[config.mk]
export PLATFORM = sky130hd
export DESIGN_NAME = ra_bist_sdr_march
export DESIGN_NICKNAME = d
export VERILOG_FILES = /design/src/rtl/ra_bist_sdr_march.sv
export SDC_FILE = /design/constraint.sdc
export NUM_CORES = 1
export LEC_CHECK = 0
export BUFFER_PORTS_ARGS = -buffer_cell sky130_fd_sc_hd__buf_2
export CELL_PAD_IN_SITES_DETAIL_PLACEMENT = 1
export CELL_PAD_IN_SITES_GLOBAL_PLACEMENT = 1
export CORE_ASPECT_RATIO = 1.2
export CORE_MARGIN = 10
export CORE_UTILIZATION = 34
export DETAILED_ROUTE_END_ITERATION = 7
export HOLD_SLACK_MARGIN = 0.02
export PLACE_DENSITY_LB_ADDON = 0.1
export SKIP_CTS_REPAIR_TIMING = 1
export SYNTH_ARGS = -nofsm -noshare
export SYNTH_HDL_FRONTEND = slang
export SYNTH_SLANG_ARGS = --single-unit
[constraint.sdc]
create_clock -name clk -period 3.6 [get_ports clk]
set_clock_uncertainty 0.15 [all_clocks]
set_input_delay 0.36 -clock clk [delete_from_list [all_inputs] [get_ports clk]]
set_output_delay 0.36 -clock clk [all_outputs]
set_load 0.01 [all_outputs]
[src/rtl/ra_bist_sdr_march.sv]
// March C- / checkerboard / solid BIST engine and functional mux for an
// N-read/1-write SDR register array. Control and status use 0-is-MSB numbering.
module ra_bist_sdr_march #(
   parameter int AW       = 5,
   parameter int DW       = 32,
   parameter int RD_PORTS = 2,
   parameter int RD_LAT   = 1
) (
   input  logic                   clk,
   input  logic                   reset,
   input  logic [0:31]            ctl,
   output logic [0:31]            status,
   input  logic [RD_PORTS-1:0]    rd_enb_in,
   input  logic [RD_PORTS*AW-1:0] rd_adr_in,
   input  logic [RD_PORTS*DW-1:0] rd_dat,
   input  logic                   wr_enb_in,
   input  logic [AW-1:0]          wr_adr_in,
   input  logic [DW-1:0]          wr_dat_in,
   output logic [RD_PORTS-1:0]    rd_enb_out,
   output logic [RD_PORTS*AW-1:0] rd_adr_out,
   output logic                   wr_enb_out,
   output logic [AW-1:0]          wr_adr_out,
   output logic [DW-1:0]          wr_dat_out
);

   localparam logic [1:0] S_IDLE  = 2'd0;
   localparam logic [1:0] S_RUN   = 2'd1;
   localparam logic [1:0] S_DRAIN = 2'd2;
   localparam logic [1:0] S_DONE  = 2'd3;

   logic [1:0]    state;
   logic [2:0]    elem;
   logic          step;
   logic [AW-1:0] adr;
   logic [1:0]    mode_q;
   logic          stop_q;
   logic [15:0]   pat_q;
   logic [1:0]    dcnt;
   logic          fail_q;
   logic [1:0]    fport_q;
   logic [7:0]    fcnt_q;
   logic [AW-1:0] fadr_q;

   logic [DW-1:0] pd [RD_LAT];
   logic [AW-1:0] pa [RD_LAT];
   logic [RD_LAT-1:0] pv;

   logic          op_rd, op_inv, two_step, down, nxt_down, last_elem;
   logic [DW-1:0] op_dat;
   logic          eng_rd;
   logic          miss_any;
   logic [1:0]    miss_port;
   logic [AW-1:0] end_adr;
   logic [15:0]   fadr16;
   logic          unused_ctl;

   assign unused_ctl = ^ctl[4:15];

   // Decode the current element/step into the operation, its data and direction
   always_comb begin
      op_rd     = 1'b0;
      op_inv    = 1'b0;
      two_step  = 1'b0;
      down      = 1'b0;
      nxt_down  = 1'b0;
      last_elem = 1'b0;
      case (mode_q)
         2'b00: begin
            two_step  = (elem >= 3'd1) && (elem <= 3'd4);
            op_rd     = (elem == 3'd5) || (two_step && !step);
            // reads in elements 2 and 4 expect ~D0; the paired write flips it
            op_inv    = op_rd ? (elem == 3'd2 || elem == 3'd4)
                              : (elem != 3'd0) && !(elem == 3'd2 || elem == 3'd4);
            down      = (elem == 3'd3) || (elem == 3'd4);
            nxt_down  = (elem == 3'd2) || (elem == 3'd3);
            last_elem = (elem == 3'd5);
         end
         2'b01: begin
            op_rd     = elem[0];
            op_inv    = adr[0] ^ elem[1];
            last_elem = (elem == 3'd3);
         end
         default: begin
            op_rd     = elem[0];
            last_elem = (elem == 3'd1);
         end
      endcase
      op_dat  = {(DW/16){pat_q}} ^ {DW{op_inv}};
      end_adr = down ? '0 : '1;
      eng_rd  = (state == S_RUN) && op_rd;
   end

   // Compare the oldest pending read against its expected data, lowest port wins
   always_comb begin
      miss_any  = 1'b0;
      miss_port = 2'd0;
      if (pv[RD_LAT-1] && (state == S_RUN || state == S_DRAIN)) begin
         for (int unsigned i = 0; i < RD_PORTS; i++) begin
            if (rd_dat[i*DW +: DW] != pd[RD_LAT-1]) begin
               miss_any  = 1'b1;
               miss_port = 2'(RD_PORTS - 1 - i);
            end
         end
      end
   end

   // Array mux: passthrough when idle/done, engine in RUN, quiet in DRAIN
   always_comb begin
      rd_enb_out = '0;
      rd_adr_out = '0;
      wr_enb_out = 1'b0;
      wr_adr_out = '0;
      wr_dat_out = '0;
      if (state == S_IDLE || state == S_DONE) begin
         rd_enb_out = rd_enb_in;
         rd_adr_out = rd_adr_in;
         wr_enb_out = wr_enb_in;
         wr_adr_out = wr_adr_in;
         wr_dat_out = wr_dat_in;
      end else if (state == S_RUN) begin
         if (op_rd) begin
            rd_enb_out = '1;
            rd_adr_out = {RD_PORTS{adr}};
         end else begin
            wr_enb_out = 1'b1;
            wr_adr_out = adr;
            wr_dat_out = op_dat;
         end
      end
   end

   // Status word assembly
   always_comb begin
      fadr16       = 16'(fadr_q);
      status       = '0;
      status[0]    = (state == S_RUN) || (state == S_DRAIN);
      status[1]    = (state == S_DONE);
      status[2]    = fail_q;
      status[3:4]  = fport_q;
      status[8:15] = fcnt_q;
      status[16:31] = fadr16;
   end

   // Expected data/address/valid delay line matching the array read latency
   always_ff @(posedge clk or negedge reset) begin
      if (!reset) begin
         pv <= '0;
         for (int unsigned i = 0; i < RD_LAT; i++) begin
            pd[i] <= '0;
            pa[i] <= '0;
         end
      end else if (state == S_IDLE || state == S_DONE) begin
         pv <= '0;
      end else begin
         pv[0] <= eng_rd;
         pd[0] <= op_dat;
         pa[0] <= adr;
         for (int unsigned i = 1; i < RD_LAT; i++) begin
            pv[i] <= pv[i-1];
            pd[i] <= pd[i-1];
            pa[i] <= pa[i-1];
         end
      end
   end

   // Sequencer FSM with fail capture
   always_ff @(posedge clk or negedge reset) begin
      if (!reset) begin
         state   <= S_IDLE;
         elem    <= '0;
         step    <= 1'b0;
         adr     <= '0;
         mode_q  <= '0;
         stop_q  <= 1'b0;
         pat_q   <= '0;
         dcnt    <= '0;
         fail_q  <= 1'b0;
         fport_q <= '0;
         fcnt_q  <= '0;
         fadr_q  <= '0;
      end else begin
         if (miss_any) begin
            if (!fail_q) begin
               fail_q  <= 1'b1;
               fport_q <= miss_port;
               fadr_q  <= pa[RD_LAT-1];
            end
            if (fcnt_q != 8'hff) fcnt_q <= fcnt_q + 8'd1;
         end
         case (state)
            S_IDLE: begin
               if (ctl[0]) begin
                  state   <= S_RUN;
                  elem    <= '0;
                  step    <= 1'b0;
                  adr     <= '0;
                  mode_q  <= ctl[1:2];
                  stop_q  <= ctl[3];
                  pat_q   <= ctl[16:31];
                  fail_q  <= 1'b0;
                  fport_q <= '0;
                  fcnt_q  <= '0;
                  fadr_q  <= '0;
               end
            end
            S_RUN: begin
               if (!ctl[0]) begin
                  state <= S_IDLE;
               end else if (stop_q && miss_any) begin
                  state <= S_DRAIN;
                  dcnt  <= '0;
               end else if (two_step && !step) begin
                  step <= 1'b1;
               end else begin
                  step <= 1'b0;
                  if (adr == end_adr) begin
                     if (last_elem) begin
                        state <= S_DRAIN;
                        dcnt  <= '0;
                     end else begin
                        // next element starts from its own end, not the wrap value
                        elem <= elem + 3'd1;
                        adr  <= nxt_down ? '1 : '0;
                     end
                  end else begin
                     adr <= down ? adr - AW'(1) : adr + AW'(1);
                  end
               end
            end
            S_DRAIN: begin
               if (!ctl[0])                   state <= S_IDLE;
               else if (dcnt == 2'(RD_LAT-1)) state <= S_DONE;
               else                           dcnt  <= dcnt + 2'd1;
            end
            default: begin
               if (!ctl[0]) state <= S_IDLE;
            end
         endcase
      end
   end

endmodule

==> results of run 1 <==
[where the power goes]
part           leakage, nW  switching [W]  internal [W]
logic                 2.18        0.00188       0.00127
registers            0.913       0.000372       0.00107
clock network        0.152       0.000320      0.000571
[metal layers]
metal | up-vias | track usage
li1 | 2331 | -
met1 | 2425 | 0.200
met2 | 156 | 0.358
met3 | 28 | 0.0327
met4 | 0 | 0.0621
met5 | - | 0
[registers in the layout, summed over array words and instances (netlist names)]
signal	flops
step	1
state	2
pa	5
fadr_q	5
pat_q	16
mode_q	2
dcnt	2
fport_q	2
pv	1
pd	16
adr	5
stop_q	1
fcnt_q	8
fail_q	1
elem	3
[worst max-delay path by stage]
stage | slack (ps) | startpoint | end | cells after the start
after floorplan | 630 | elem[0] | dcnt[0] | 12
after global placement | 310 | elem[0] | adr[1] | 12
after detailed placement | 130 | elem[0] | dcnt[1] | 12
after CTS | -160 | elem[0] | wr_dat_out[7] | 10
after global routing | 20 | elem[0] | wr_dat_out[18] | 10
final | 120 | elem[1] | wr_dat_out[26] | 10
[cell type report]
cell class,count,share of cell area
Timing Repair Buffer,213,0.173
Tap cell,175,0.0339
Clock inverter,4,0.00698
Multi-Input combinational cell,436,0.457
Sequential cell,70,0.272
Antenna cell,1,0.000388
Clock buffer,12,0.0397
Inverter,29,0.0169
[Yosys cell counts (4+ instances only)]
| cell type | instances | area [µm²] |
|---|---|---|
| nand2_1 | 111 | 417 |
| dfrtp_1 | 70 | 1750 |
| o2bb2ai_1 | 35 | 307 |
| xnor2_1 | 34 | 298 |
| inv_1 | 28 | 105 |
| clkbuf_1 | 22 | 82.6 |
| o21ai_0 | 22 | 110 |
| and3_1 | 20 | 125 |
| nor3_1 | 19 | 95.1 |
| buf_4 | 15 | 113 |
| ha_1 | 14 | 175 |
| nor2_1 | 14 | 52.6 |
| a21oi_1 | 12 | 60.1 |
| nand3_1 | 12 | 60.1 |
| mux2i_1 | 11 | 110 |
| xor2_2 | 10 | 163 |
| a21o_1 | 9 | 67.6 |
| nand4_1 | 9 | 56.3 |
| o21ai_1 | 9 | 45.0 |
| o22ai_1 | 9 | 56.3 |
| xor2_1 | 9 | 78.8 |
| mux2_2 | 6 | 67.6 |
| nor4_1 | 5 | 31.3 |
| buf_2 | 4 | 20.0 |
| o211ai_1 | 4 | 30.0 |
| o21a_1 | 4 | 30.0 |
[kinds of logic after synthesis]
family | share of synthesized area
and+or+nand+nor | 0.202
AOI/OAI and AO/OA | 0.183
buffers and inverters | 0.0757
DFF | 0.352
xor gates and xnor gates | 0.108
muxes | 0.0388
adders and majority gates | 0.0393
other | 0.000754
[worst max-delay path, stage by stage (launching register included)]
cell,delay [ps]
dfrtp_2,460
inv_1,110
ha_2,230
nor4_4,60
o31ai_4,310
mux2_4,330
o31a_4,390
buf_12,190
xor2_2,180
o2bb2ai_1,200
buf_2,170
[per-stage QoR]
step                worst slack, ps  power (W)  setup TNS [ps]
finish                          117    0.00547               0
floorplan                       633    0.00341               0
global placement                306    0.00445               0
global route                   22.1    0.00592               0
CTS                            -158    0.00548           -1710
detailed placement              135    0.00457               0
[cells in the final DEF, fill, tap and decap left out, types with 11 or more instances in the layout]
cell	netlist	layout
a21oi_1	12	12
and3_1	20	20
buf_2	4	202
conb_1	1	14
dfrtp_1	70	68
ha_1	14	12
inv_1	28	28
mux2i_1	11	11
nand2_1	111	111
nand3_1	12	11
nor2_1	14	14
nor3_1	19	19
o21ai_0	22	22
o2bb2ai_1	35	34
xnor2_1	34	34
xor2_2	10	13
==> reports/qor.yml, run 1 <==
status:
  status: "finished, violations left"
  violations: "negative hold slack"
floorplan:
  die_w_um: 130
  dieArea_um2: 19900
  initial_core_util: 0.346
  io_pins: 230
  rows: 48
  core_um2: 14400
  fp.dieH_um: 152
setup_path:
  worstReg2RegStart: "elem[0]"
  startpoint_type: "flop"
  end_kind: "output pin"
  rrSetupSlack_ps: 280
  worstPathArrival_ps: 2970
  rr_worst_depth: 12
  crit_required_ps: 3090
  crit_path_max_fanout: 13
  path_class: "reg2out"
  reg2reg_to: "dcnt[1]"
pwr:
  p_per_area_nw_per_um2: 848
  p_leak_nw: 3.24
  peakVddDrop_v: 0.000414
cells_and_area:
  final_nets: 922
  final_area_um2: 6460
  fillers: 1774
  final_util: 0.450
  multi_input_area_um2: 2950
  area_growth_pct: 29.8
  fin_cells: 940
  seq_area_um2: 1750
  drive_above_1_share: 0.348
global_routing:
  grt_max_degree: 71
  antenna_found_initial: 1
  grt_pass1_vias: 5421
  grt.total_usage: 0.188
  grt_overflow_total: 0
  grt_pass1_wl_um: 29400
synthesis:
  postSynthAreaPerCell_um2: 8.75
  synth-seq-cells: 70
  syn-cell-area_um2: 4970
  seq_area_frac_synth: 0.352
  synth_flop_cell: "dfrtp_1"
  async_flop_share: 1.00
  postSynthCellCount: 568
  synth_edf_count: 0
  synthDistinctLibCells: 59
  yosys_warnings: 0
min_path:
  worstHoldPathType: "in2async"
routing:
  drt-wirelength-per-cell_um: 20.2
  viasPerCell: 5.26
  wl_met1_um: 7390
  ant_nets: 0
  top_layer_used: "met4"
  drt-pass1-iter-count: 4
  drt_iter0_drc: 169
  met2_length_um: 10200
  routed_wl_um: 19000
  drc: 0
  vias: 4940
  wl_met3_um: 968
sta:
  rsz0062_at_grt: "no"
  period_needed_ps: 3480
  setup_viol: 0
  drv_slew: 0
  hold_viol: 1
  hold_slack_ps: -1.65
  slew_headroom: 0.397
  period_share: 0.968
  fmax_mhz: 287
  tightest_slew_ps: 905
place:
  numPortBuffers: 203
  placedCellCount: 923
  globalplace.congestion: 0.820
  hpwlAfterDp_um: 15500
  placed_cell_area_um2: 6100
clock_network:
  cts_made_buffers: 9
  root_buffer: "clkbuf_16"
  htree_levels: 3
  clk_pin_slew_ps: 60
  cts_tree: "built"
  worstSkewPairLatency_ps: 320
  clockBufferDepth: 2
  cts_sinks: 70
run:
  maxCapViolCount: 0
Power figures use the tool's default switching activity.
==> run 2: changes to the inputs <==
Settings changed: MAX_ROUTING_LAYER set to met4, SLEW_MARGIN set to 25.
==> reports/qor.yml, run 2 (synthesis gave the netlist of run 1 again) <==
clock_network:
  worstSkewPairLatency_ps: 320  # about the same
  cts_sinks: 70  # unchanged
  cts_tree: "built"
  root_buffer: "clkbuf_16"
  clk_pin_slew_ps: 60  # about the same
  cts_made_buffers: 9  # unchanged
  clockBufferDepth: 2  # unchanged
  htree_levels: 3  # unchanged
setup_path:
  crit_required_ps: 3090  # about the same
  worstReg2RegStart: "elem[0]"
  crit_family: "compound AO/OA/AOI/OAI gates"
  worstPathArrival_ps: 2980  # about the same
  reg2reg_to: "dcnt[1]"
  rrSetupSlack_ps: 280  # about the same
  slowest_stage: "dfrtp_2"
  rr_worst_depth: 12  # unchanged
  crit_path_max_fanout: 13  # unchanged
  path_class: "reg2out"
  cp_num_buf_inv: 3  # unchanged
  cp_cell_sequence: "inv_1, ha_2, nor4_4, o31ai_4, mux2_4, o31a_4, buf_12, xor2_2, o2bb2ai_1, buf_2"
  end_kind: "output pin"
  max_stage_delay_ps: 460  # about the same
  startpoint_type: "flop"
global_routing:
  grt_pass1_wl_um: 29400  # -0.12%
  grt_pass1_vias: 5420  # -0.018%
  grt.total_usage: 0.194  # +0.00518
  grt_max_degree: 71  # unchanged
  grt_overflow_total: 0  # unchanged
  antenna_found_initial: 1  # unchanged
sta:
  setup_viol: 0  # unchanged
  hold_viol: 1  # unchanged
  period_needed_ps: 3490  # +2.66 ps
  drv_slew: 0  # unchanged
  period_share: 0.968  # about the same
  rsz0062_at_grt: "no"
  fin_ws_ps: 114  # -2.66 ps
  tightest_slew_ps: 903  # -2.08 ps
  fmax_mhz: 287  # about the same
  hold_slack_ps: -4.84  # -3.19 ps
  slew_headroom: 0.398  # +0.00139
place:
  placed_cell_area_um2: 6100  # unchanged
  hpwlAfterDp_um: 15500  # unchanged
  place_ws_ps: 135  # unchanged
  globalplace.congestion: 0.832  # +1.5%
  numPortBuffers: 203  # unchanged
  placedCellCount: 923  # unchanged
cells_and_area:
  final_nets: 922  # unchanged
  layout_common_cells: "buf_2 (202), nand2_1 (111), dfrtp_1 (68)"
  largestRegisters: "pat_q (16), pd (16), fcnt_q (8)"
  fillers: 1774  # unchanged
  fin_cells: 940  # unchanged
  final_area_um2: 6460  # unchanged
  multi_input_area_um2: 2950  # unchanged
  seq_area_um2: 1750  # unchanged
  final_common_cell: "buf_2"
  area_growth_pct: 29.8  # unchanged
  drive_above_1_share: 0.348  # unchanged
routing:
  drt_iter0_drc: 143  # -15%
  drt-pass1-iter-count: 4  # unchanged
  vias: 4918  # -0.45%
  routed_wl_um: 19000  # +0.13%
  viasPerCell: 5.23  # -0.45%
  drc: 0  # unchanged
  drt-wirelength-per-cell_um: 20.3  # +0.13%
  ant_nets: 0  # unchanged
pwr:
  total_power_w: 0.00547  # about the same
  p_per_area_nw_per_um2: 848  # about the same
  peakVddDrop_v: 0.000413  # about the same
  p_leak_nw: 3.24  # unchanged
floorplan:
  rows: 48  # unchanged
  core_um2: 14400  # unchanged
  initial_core_util: 0.346  # unchanged
  fp.dieH_um: 152  # unchanged
  io_pins: 230  # unchanged
  die_w_um: 130  # unchanged
  dieArea_um2: 19900  # unchanged
status:
  status: "finished, violations left"
  violations: "negative hold slack"
run:
  maxCapViolCount: 0  # unchanged
min_path:
  worstHoldPathType: "in2async"
==> run 2: worst max path at each step <==
stage	depth (start not counted)	slack, ps	start	end
4_1_cts	10	-160	elem[0]	wr_dat_out[7]
6_report	10	110	elem[1]	wr_dat_out[26]
3_5_place_dp	12	130	elem[0]	dcnt[1]
2_1_floorplan	12	630	elem[0]	dcnt[0]
5_1_grt	10	20	elem[0]	wr_dat_out[18]
3_3_place_gp	12	310	elem[0]	adr[1]
==> run 2: worst reg2reg max path, stage by stage, from the launching register on <==
cell and delay, ps:
dfrtp_2 460, inv_1 110, ha_2 220, mux2i_1 270
nor2_4 110, ha_1 370, and3_1 210, nand3_1 110
mux2i_1 400, nand2_1 100, o21a_1 220, a21oi_1 280
mux2i_1 240
==> run 2: stage by stage <==
step                      TNS, ps   util
after CTS                   -1710  0.446
after detailed placement        0  0.425
after floorplan                 0      -
after global placement          0  0.425
final                           0  0.450
after global routing            0  0.450
==> run 2: final cells by class <==
class | count | share of cell area
Multi-Input combinational cell | 436 | 0.457
Sequential cell | 70 | 0.272
Timing Repair Buffer | 213 | 0.173
Clock buffer | 12 | 0.0397
Tap cell | 175 | 0.0339
Inverter | 29 | 0.0169
Clock inverter | 4 | 0.00698
Antenna cell | 1 | 0.000388
==> run 2: metal layers <==
metal  global-route usage  routed length (µm)
met5                    -                   0
met4               0.0621                 418
met3               0.0310                 999
met2                0.358               10200
met1                0.201                7400
==> run 2: power breakdown <==
group	internal, W	switching, W
Combinational	0.00127	0.00188
Clock	0.000571	0.000322
Sequential	0.00107	0.000371
